**src/rtl/uop_issue_queue.sv**
```systemverilog
// In-order uop FIFO between decoder and register file controller.
// Optional same-cycle empty-queue bypass: define UOP_QUEUE_BYPASS_EN.
module uop_issue_queue #(
  parameter int DEPTH          = 4,
  parameter int KIND_WIDTH     = 3,
  parameter int REGISTER_COUNT = 4,
  parameter int OPERAND2_WIDTH = 4
) (
  input  logic                              clk,
  input  logic                              rst_n,
  input  logic                              flush,
  input  logic                              in_valid,
  output logic                              in_ready,
  input  logic [KIND_WIDTH-1:0]             in_kind,
  input  logic [$clog2(REGISTER_COUNT)-1:0] in_operand1,
  input  logic [OPERAND2_WIDTH-1:0]         in_operand2,
  output logic                              out_valid,
  input  logic                              out_ready,
  output logic [KIND_WIDTH-1:0]             out_kind,
  output logic [$clog2(REGISTER_COUNT)-1:0] out_operand1,
  output logic [OPERAND2_WIDTH-1:0]         out_operand2,
  output logic [$clog2(DEPTH+1)-1:0]        count
);

  localparam int OW1 = $clog2(REGISTER_COUNT);
  localparam int PW  = $clog2(DEPTH);
  localparam int CW  = $clog2(DEPTH+1);

  logic [KIND_WIDTH-1:0]     kind_q [DEPTH];
  logic [OW1-1:0]            op1_q  [DEPTH];
  logic [OPERAND2_WIDTH-1:0] op2_q  [DEPTH];

  logic [PW-1:0] head;
  logic [PW-1:0] tail;
  logic [CW-1:0] cnt;

  logic stored_valid;
  logic bypass;
  logic push;
  logic pop;

  function automatic logic [PW-1:0] nxt(input logic [PW-1:0] p);
    return (p == PW'(DEPTH-1)) ? '0 : p + 1'b1;
  endfunction

  assign in_ready     = rst_n & ~flush & (cnt < CW'(DEPTH));
  assign stored_valid = rst_n & (cnt != '0);

`ifdef UOP_QUEUE_BYPASS_EN
  assign bypass = rst_n & ~flush & (cnt == '0)
                & in_valid & (in_kind != '0);
`else
  assign bypass = 1'b0;
`endif

  assign out_valid = stored_valid | bypass;
  assign pop       = stored_valid & out_ready & ~flush;
  // A bypassed uop taken this cycle never lands in storage
  assign push      = in_valid & in_ready & (in_kind != '0)
                   & ~(bypass & out_ready);
  assign count     = cnt;

  // Head entry, or the bypassed input, zeroed when nothing is valid
  always_comb begin
    out_kind     = '0;
    out_operand1 = '0;
    out_operand2 = '0;
    if (stored_valid) begin
      out_kind     = kind_q[head];
      out_operand1 = op1_q[head];
      out_operand2 = op2_q[head];
    end else if (bypass) begin
      out_kind     = in_kind;
      out_operand1 = in_operand1;
      out_operand2 = in_operand2;
    end
  end

  // Entry storage; contents are intentionally not reset
  always_ff @(posedge clk) begin
    if (push) begin
      kind_q[tail] <= in_kind;
      op1_q[tail]  <= in_operand1;
      op2_q[tail]  <= in_operand2;
    end
  end

  // Pointers and occupancy; reset beats flush beats push/pop
  always_ff @(posedge clk) begin
    if (!rst_n) begin
      head <= '0;
      tail <= '0;
      cnt  <= '0;
    end else if (flush) begin
      head <= '0;
      tail <= '0;
      cnt  <= '0;
    end else begin
      if (push) tail <= nxt(tail);
      if (pop)  head <= nxt(head);
      unique case (1'b1)
        push & ~pop: cnt <= cnt + CW'(1);
        pop & ~push: cnt <= cnt - CW'(1);
        default:     cnt <= cnt;
      endcase
    end
  end

endmodule

```
**config.mk**
```make
export PLATFORM = sky130hd
export DESIGN_NAME = uop_issue_queue
export DESIGN_NICKNAME = d
export VERILOG_FILES = /design/src/rtl/uop_issue_queue.sv
export SDC_FILE = /design/constraint.sdc
export NUM_CORES = 1
export LEC_CHECK = 0
export CAP_MARGIN = 20
export CORE_ASPECT_RATIO = 0.7
export CORE_MARGIN = 2
export CORE_UTILIZATION = 32
export CTS_CLUSTER_DIAMETER = 150
export DETAILED_ROUTE_END_ITERATION = 10
export GPL_TIMING_DRIVEN = 0
export MAX_ROUTING_LAYER = met4
export PLACE_DENSITY = 0.57
export SLEW_MARGIN = 15
export SYNTH_ARGS = -nofsm -noshare
export SYNTH_HDL_FRONTEND = slang
export SYNTH_SLANG_ARGS = --single-unit
```
**constraint.sdc**
```tcl
create_clock -name clk -period 2.6 [get_ports clk]
set_input_delay 0.52 -clock clk [delete_from_list [all_inputs] [get_ports clk]]
set_output_delay 0.52 -clock clk [all_outputs]
set_load 0.005 [all_outputs]
```
==> flow_summary_export.csv <==
group,metric,value,unit
outcome,status,"complete, no violations",
detailed_routing,detail_route.wirelength,3600,µm
global_routing,overflow,0,
critical_path,beginning_of_the_worst_register_to_register_path,"count[2]",
critical_path,timing.critical_path.from_type,"register",
detailed_routing,dr.pass1.iters,4,
logic_synthesis,synthesis.area,1870,µm²
timing,final_min_period_over_clock_period,96.0,%
cts,cts.clk_slew.worst_paths,0.08,ns
logic_synthesis,synth-seq-area-share,67.3,%
cts,cts_buffers,5,
timing,rsz_0062_raised_after_global_routing,"no",
global_routing,number_of_antenna_violations_at_the_first_check_in_global_routing,0,
logic_synthesis,synth_flop_cell,"sky130_fd_sc_hd__edfxtp_1",
critical_path,endpoint_kind,"output pin",
global_routing,grt_start_max_net_pins,14,
floorplan,dieHeight,68.0,µm
global_routing,grt_first_pass_wirelength,5550,µm
layout,finalNetCount,171,
critical_path,worst_path_largest_cell_delay,0.44,ns
critical_path,required,2.08,ns
place,dp_hpwl,2590,µm
floorplan,floorplan.core_area,5700,µm²
pwr,intPower,1040,µW
critical_path,reg2reg_setup_slack,0.44,ns
detailed_routing,vias_per_cell,4.73,
pwr,finalPower,1280,µW
timing,clock.fmax,0.401,GHz
critical_path,critPathArrivalTime,1.97,ns
detailed_routing,detailroute.via_count,1069,
timing,timing.slew.headroom,64.3,%
logic_synthesis,synth_async_sr_flop_share,0,%
cts,clock_latency,0.28,ns
global_routing,grt_util_met3,3.63,%
pwr,max-vdd-ir-drop,219,µV
logic_synthesis,avgSynthCellArea,16.3,µm²
place,placement.setup.worst_slack,-0.422,ns
layout,insertedDiodeCount,0,
timing,layout_setup_ws,0.105,ns
global_routing,aggregate_global_route_resource_usage,12.4,%
floorplan,dieArea,6490,µm²
timing,setup_viol,0,
detailed_routing,detail_route.iter0.violations,38,
min_path,holdCritPathClass,"reg -> reg",
critical_path,path_cells,"or3_4 -> clkbuf_1 -> and3_1 -> clkdlybuf4s50_1",
timing,slew_viol_final,0,
global_routing,globalRouteMet2Util,20.6,%
cts,buffer_cell_driving_the_clock_tree_root,"sky130_fd_sc_hd__clkbuf_8",
logic_synthesis,synth_enable_flop_cells,36,
layout,synthToLayoutAreaGrowth,25.6,%
place,place.gp.congestion,0.727,
detailed_routing,drc_errors,0,
floorplan,num_rows,23,
critical_path,r2r_cells,9,
pwr,power_frac_seq,61.5,%
floorplan,num_io_pins,28,
pwr,total_leakage_power,0.000834,µW
cts,cts.sinks,45,
global_routing,grt.busiest_layer,"met2",
logic_synthesis,synth.distinct_cells,25,
min_path,min_to,"head[1]",
pwr,switching_share,19.0,%
place,postPlaceCellArea,2240,µm²
logic_synthesis,syn_inst,115,
timing,finClkSkew,0.00469,ns
cts,cts_hold_repair.buffers,0,
cts,htree_num_levels,2,
logic_synthesis,synth_warnings,0,
detailed_routing,drt-wirelength-per-cell,15.9,µm
floorplan,die_w,95.4,µm
global_routing,number_of_global_route_vias_before_repair,1112,
critical_path,r2r-end,"count[2]",
logic_synthesis,yosys_register_bits,45,
critical_path,timing_worst_setup_path_type,"reg -> out",
pwr,clock_power_share,33.2,%
timing,finalCriticalPeriod,2.49,ns
global_routing,grt_use_met1,14.9,%
critical_path,critPathSlowestCell,"sky130_fd_sc_hd__clkdlybuf4s50_1",
layout,layout.cell_area.non_filler,2350,µm²
cts,cts_tree,"yes",
pwr,total_switching_power,244,µW
cts,ctsLongestPathBuffers,2,
min_path,min_path_cells,2,
place,placement.io_buffers,27,
logic_synthesis,mappedNetlistNets,136,
timing,holdWs,0.496,ns
timing,worst_slew_pin_tran,0.536,ns
pwr,share_comb_of_total_power,5.3,%
detailed_routing,detail-route-antenna-nets,0,
pwr,cellPowerDensity,544,nW/µm²
flow_run,drv.max_cap_violation_count,0,
timing,final_hold_viol_count,0,
floorplan,initial_utilization,32.9,%
layout,fraction_of_layout_cells_with_a_size_suffix_above_1,17.2,%
critical_path,largest_fanout_of_any_net_on_the_critical_path,10,
min_path,hp-start,"head[1]",
==> worst max-delay path, delay by kind of cell (launching register included) <==
| kind | cells | cell delay, ns |
|---|---|---|
| DFF | 1 | 0.35 |
| and+or+nand+nor | 2 | 0.66 |
| buffers and inverters | 2 | 0.69 |
==> per-layer routing <==
layer  part of all wire [%]  wire length [µm]  up-vias
li1                       -                 -      511
met1                     44              1580      535
met2                     51              1850       19
met3                    3.7               134        4
met4                    1.1                40        0
met5                      0                 0        -
==> cell type report <==
cell class	instances	area, µm²
buffer	4	25.0
clock buffer	8	90.1
fill	535	3350
inverter	7	26.3
multi-input combinational	59	577
sequential	45	1260
tap	75	93.8
timing repair buffer	28	279
==> cell usage after synthesis (2+ instances only) <==
master | number | area, µm²
sky130_fd_sc_hd__edfxtp_1 | 36 | 1080
sky130_fd_sc_hd__and3_1 | 14 | 87.6
sky130_fd_sc_hd__dfxtp_1 | 9 | 180
sky130_fd_sc_hd__mux4_2 | 9 | 203
sky130_fd_sc_hd__inv_1 | 7 | 26.3
sky130_fd_sc_hd__ha_1 | 6 | 75.1
sky130_fd_sc_hd__nor2_1 | 6 | 22.5
sky130_fd_sc_hd__nand2_1 | 3 | 11.3
sky130_fd_sc_hd__a21oi_1 | 2 | 10.0
sky130_fd_sc_hd__clkbuf_1 | 2 | 7.51
sky130_fd_sc_hd__nand3_1 | 2 | 10.0
sky130_fd_sc_hd__nand4_1 | 2 | 12.5
sky130_fd_sc_hd__o21ai_1 | 2 | 10.0
sky130_fd_sc_hd__o31ai_1 | 2 | 15.0
sky130_fd_sc_hd__or3_4 | 2 | 22.5
sky130_fd_sc_hd__xor2_1 | 2 | 17.5
==> cells by family after synthesis <==
family | count (synthesis) | synth area share (%)
fa+ha+maj | 7 | 5.08
mux | 9 | 10.8
buf+inv | 11 | 2.67
simple gates | 34 | 11.0
xor+xnor | 2 | 0.935
compound gates | 7 | 2.14
flops | 45 | 67.3
==> sequential cells by signal, summed over array words and instances (netlist names), named ones only <==
register / cells
op1_q: 8
tail: 2
head: 2
op2_q: 16
count: 3
kind_q: 12
==> power groups by stage <==
stage	registers, µW	clock network (µW)	logic, µW
detailed placement	803	0	67.1
CTS	787	438	66.5
global route	787	465	74.8
global placement	802	0	62.6
finish	787	425	67.5
floorplan	803	0	25.6
==> worst max path at each step <==
stage	startpoint	to	slack (ns)	cells past startpoint
2_1_floorplan	in_kind[1]	count[2]	0.26	9
3_3_place_gp	in_kind[1]	count[2]	-0.29	10
3_5_place_dp	in_kind[1]	count[2]	-0.42	10
4_1_cts	rst_n	count[2]	0.002	9
5_1_grt	count[0]	out_kind[1]	0.02	4
6_report	count[0]	out_kind[1]	0.11	4
==> metrics by stage <==
stage / TNS [ns] / cells / utilization [%]
final: 0 / 226 / 41.3
after global routing: 0 / 226 / 41.3
after CTS: 0 / 225 / 40.9
after detailed placement: -0.963 / 217 / 39.3
after global placement: -0.651 / 217 / 39.3
after floorplan: 0 / 115 / -
==> cell usage in the layout (no fill, tap or decap) <==
cell and count:
sky130_fd_sc_hd__dfxtp_1 9, sky130_fd_sc_hd__clkdlybuf4s50_1 22, sky130_fd_sc_hd__clkbuf_2 2, sky130_fd_sc_hd__inv_1 7, sky130_fd_sc_hd__or3_4 2, sky130_fd_sc_hd__clkbuf_8 6, sky130_fd_sc_hd__nor2b_4 1, sky130_fd_sc_hd__and3_1 13
sky130_fd_sc_hd__nand2b_1 1, sky130_fd_sc_hd__buf_4 1, sky130_fd_sc_hd__ha_2 1, sky130_fd_sc_hd__and2_4 1, sky130_fd_sc_hd__fa_1 1, sky130_fd_sc_hd__nand2_1 3, sky130_fd_sc_hd__o21ai_0 1, sky130_fd_sc_hd__edfxtp_1 36
sky130_fd_sc_hd__o31ai_1 2, sky130_fd_sc_hd__a21oi_1 2, sky130_fd_sc_hd__nand3_1 2, sky130_fd_sc_hd__and3_2 1, sky130_fd_sc_hd__nor2_1 6, sky130_fd_sc_hd__xor2_1 2, sky130_fd_sc_hd__ha_1 5, sky130_fd_sc_hd__nand4_1 2
sky130_fd_sc_hd__dlygate4sd2_1 3, sky130_fd_sc_hd__clkbuf_1 3, sky130_fd_sc_hd__and4bb_4 1, sky130_fd_sc_hd__mux4_2 9, sky130_fd_sc_hd__or3_1 1, sky130_fd_sc_hd__dlymetal6s2s_1 2, sky130_fd_sc_hd__o21ai_1 2, sky130_fd_sc_hd__buf_6 1
==> timing repair <==
| action | CTS | global route |
|---|---|---|
| buffers inserted | 0 | 1 |
| setup endpoints to repair | 10 | 1 |
| resized for setup | 6 | 5 |
| pin swaps | 0 | 0 |
Power figures use the tool's default switching activity.
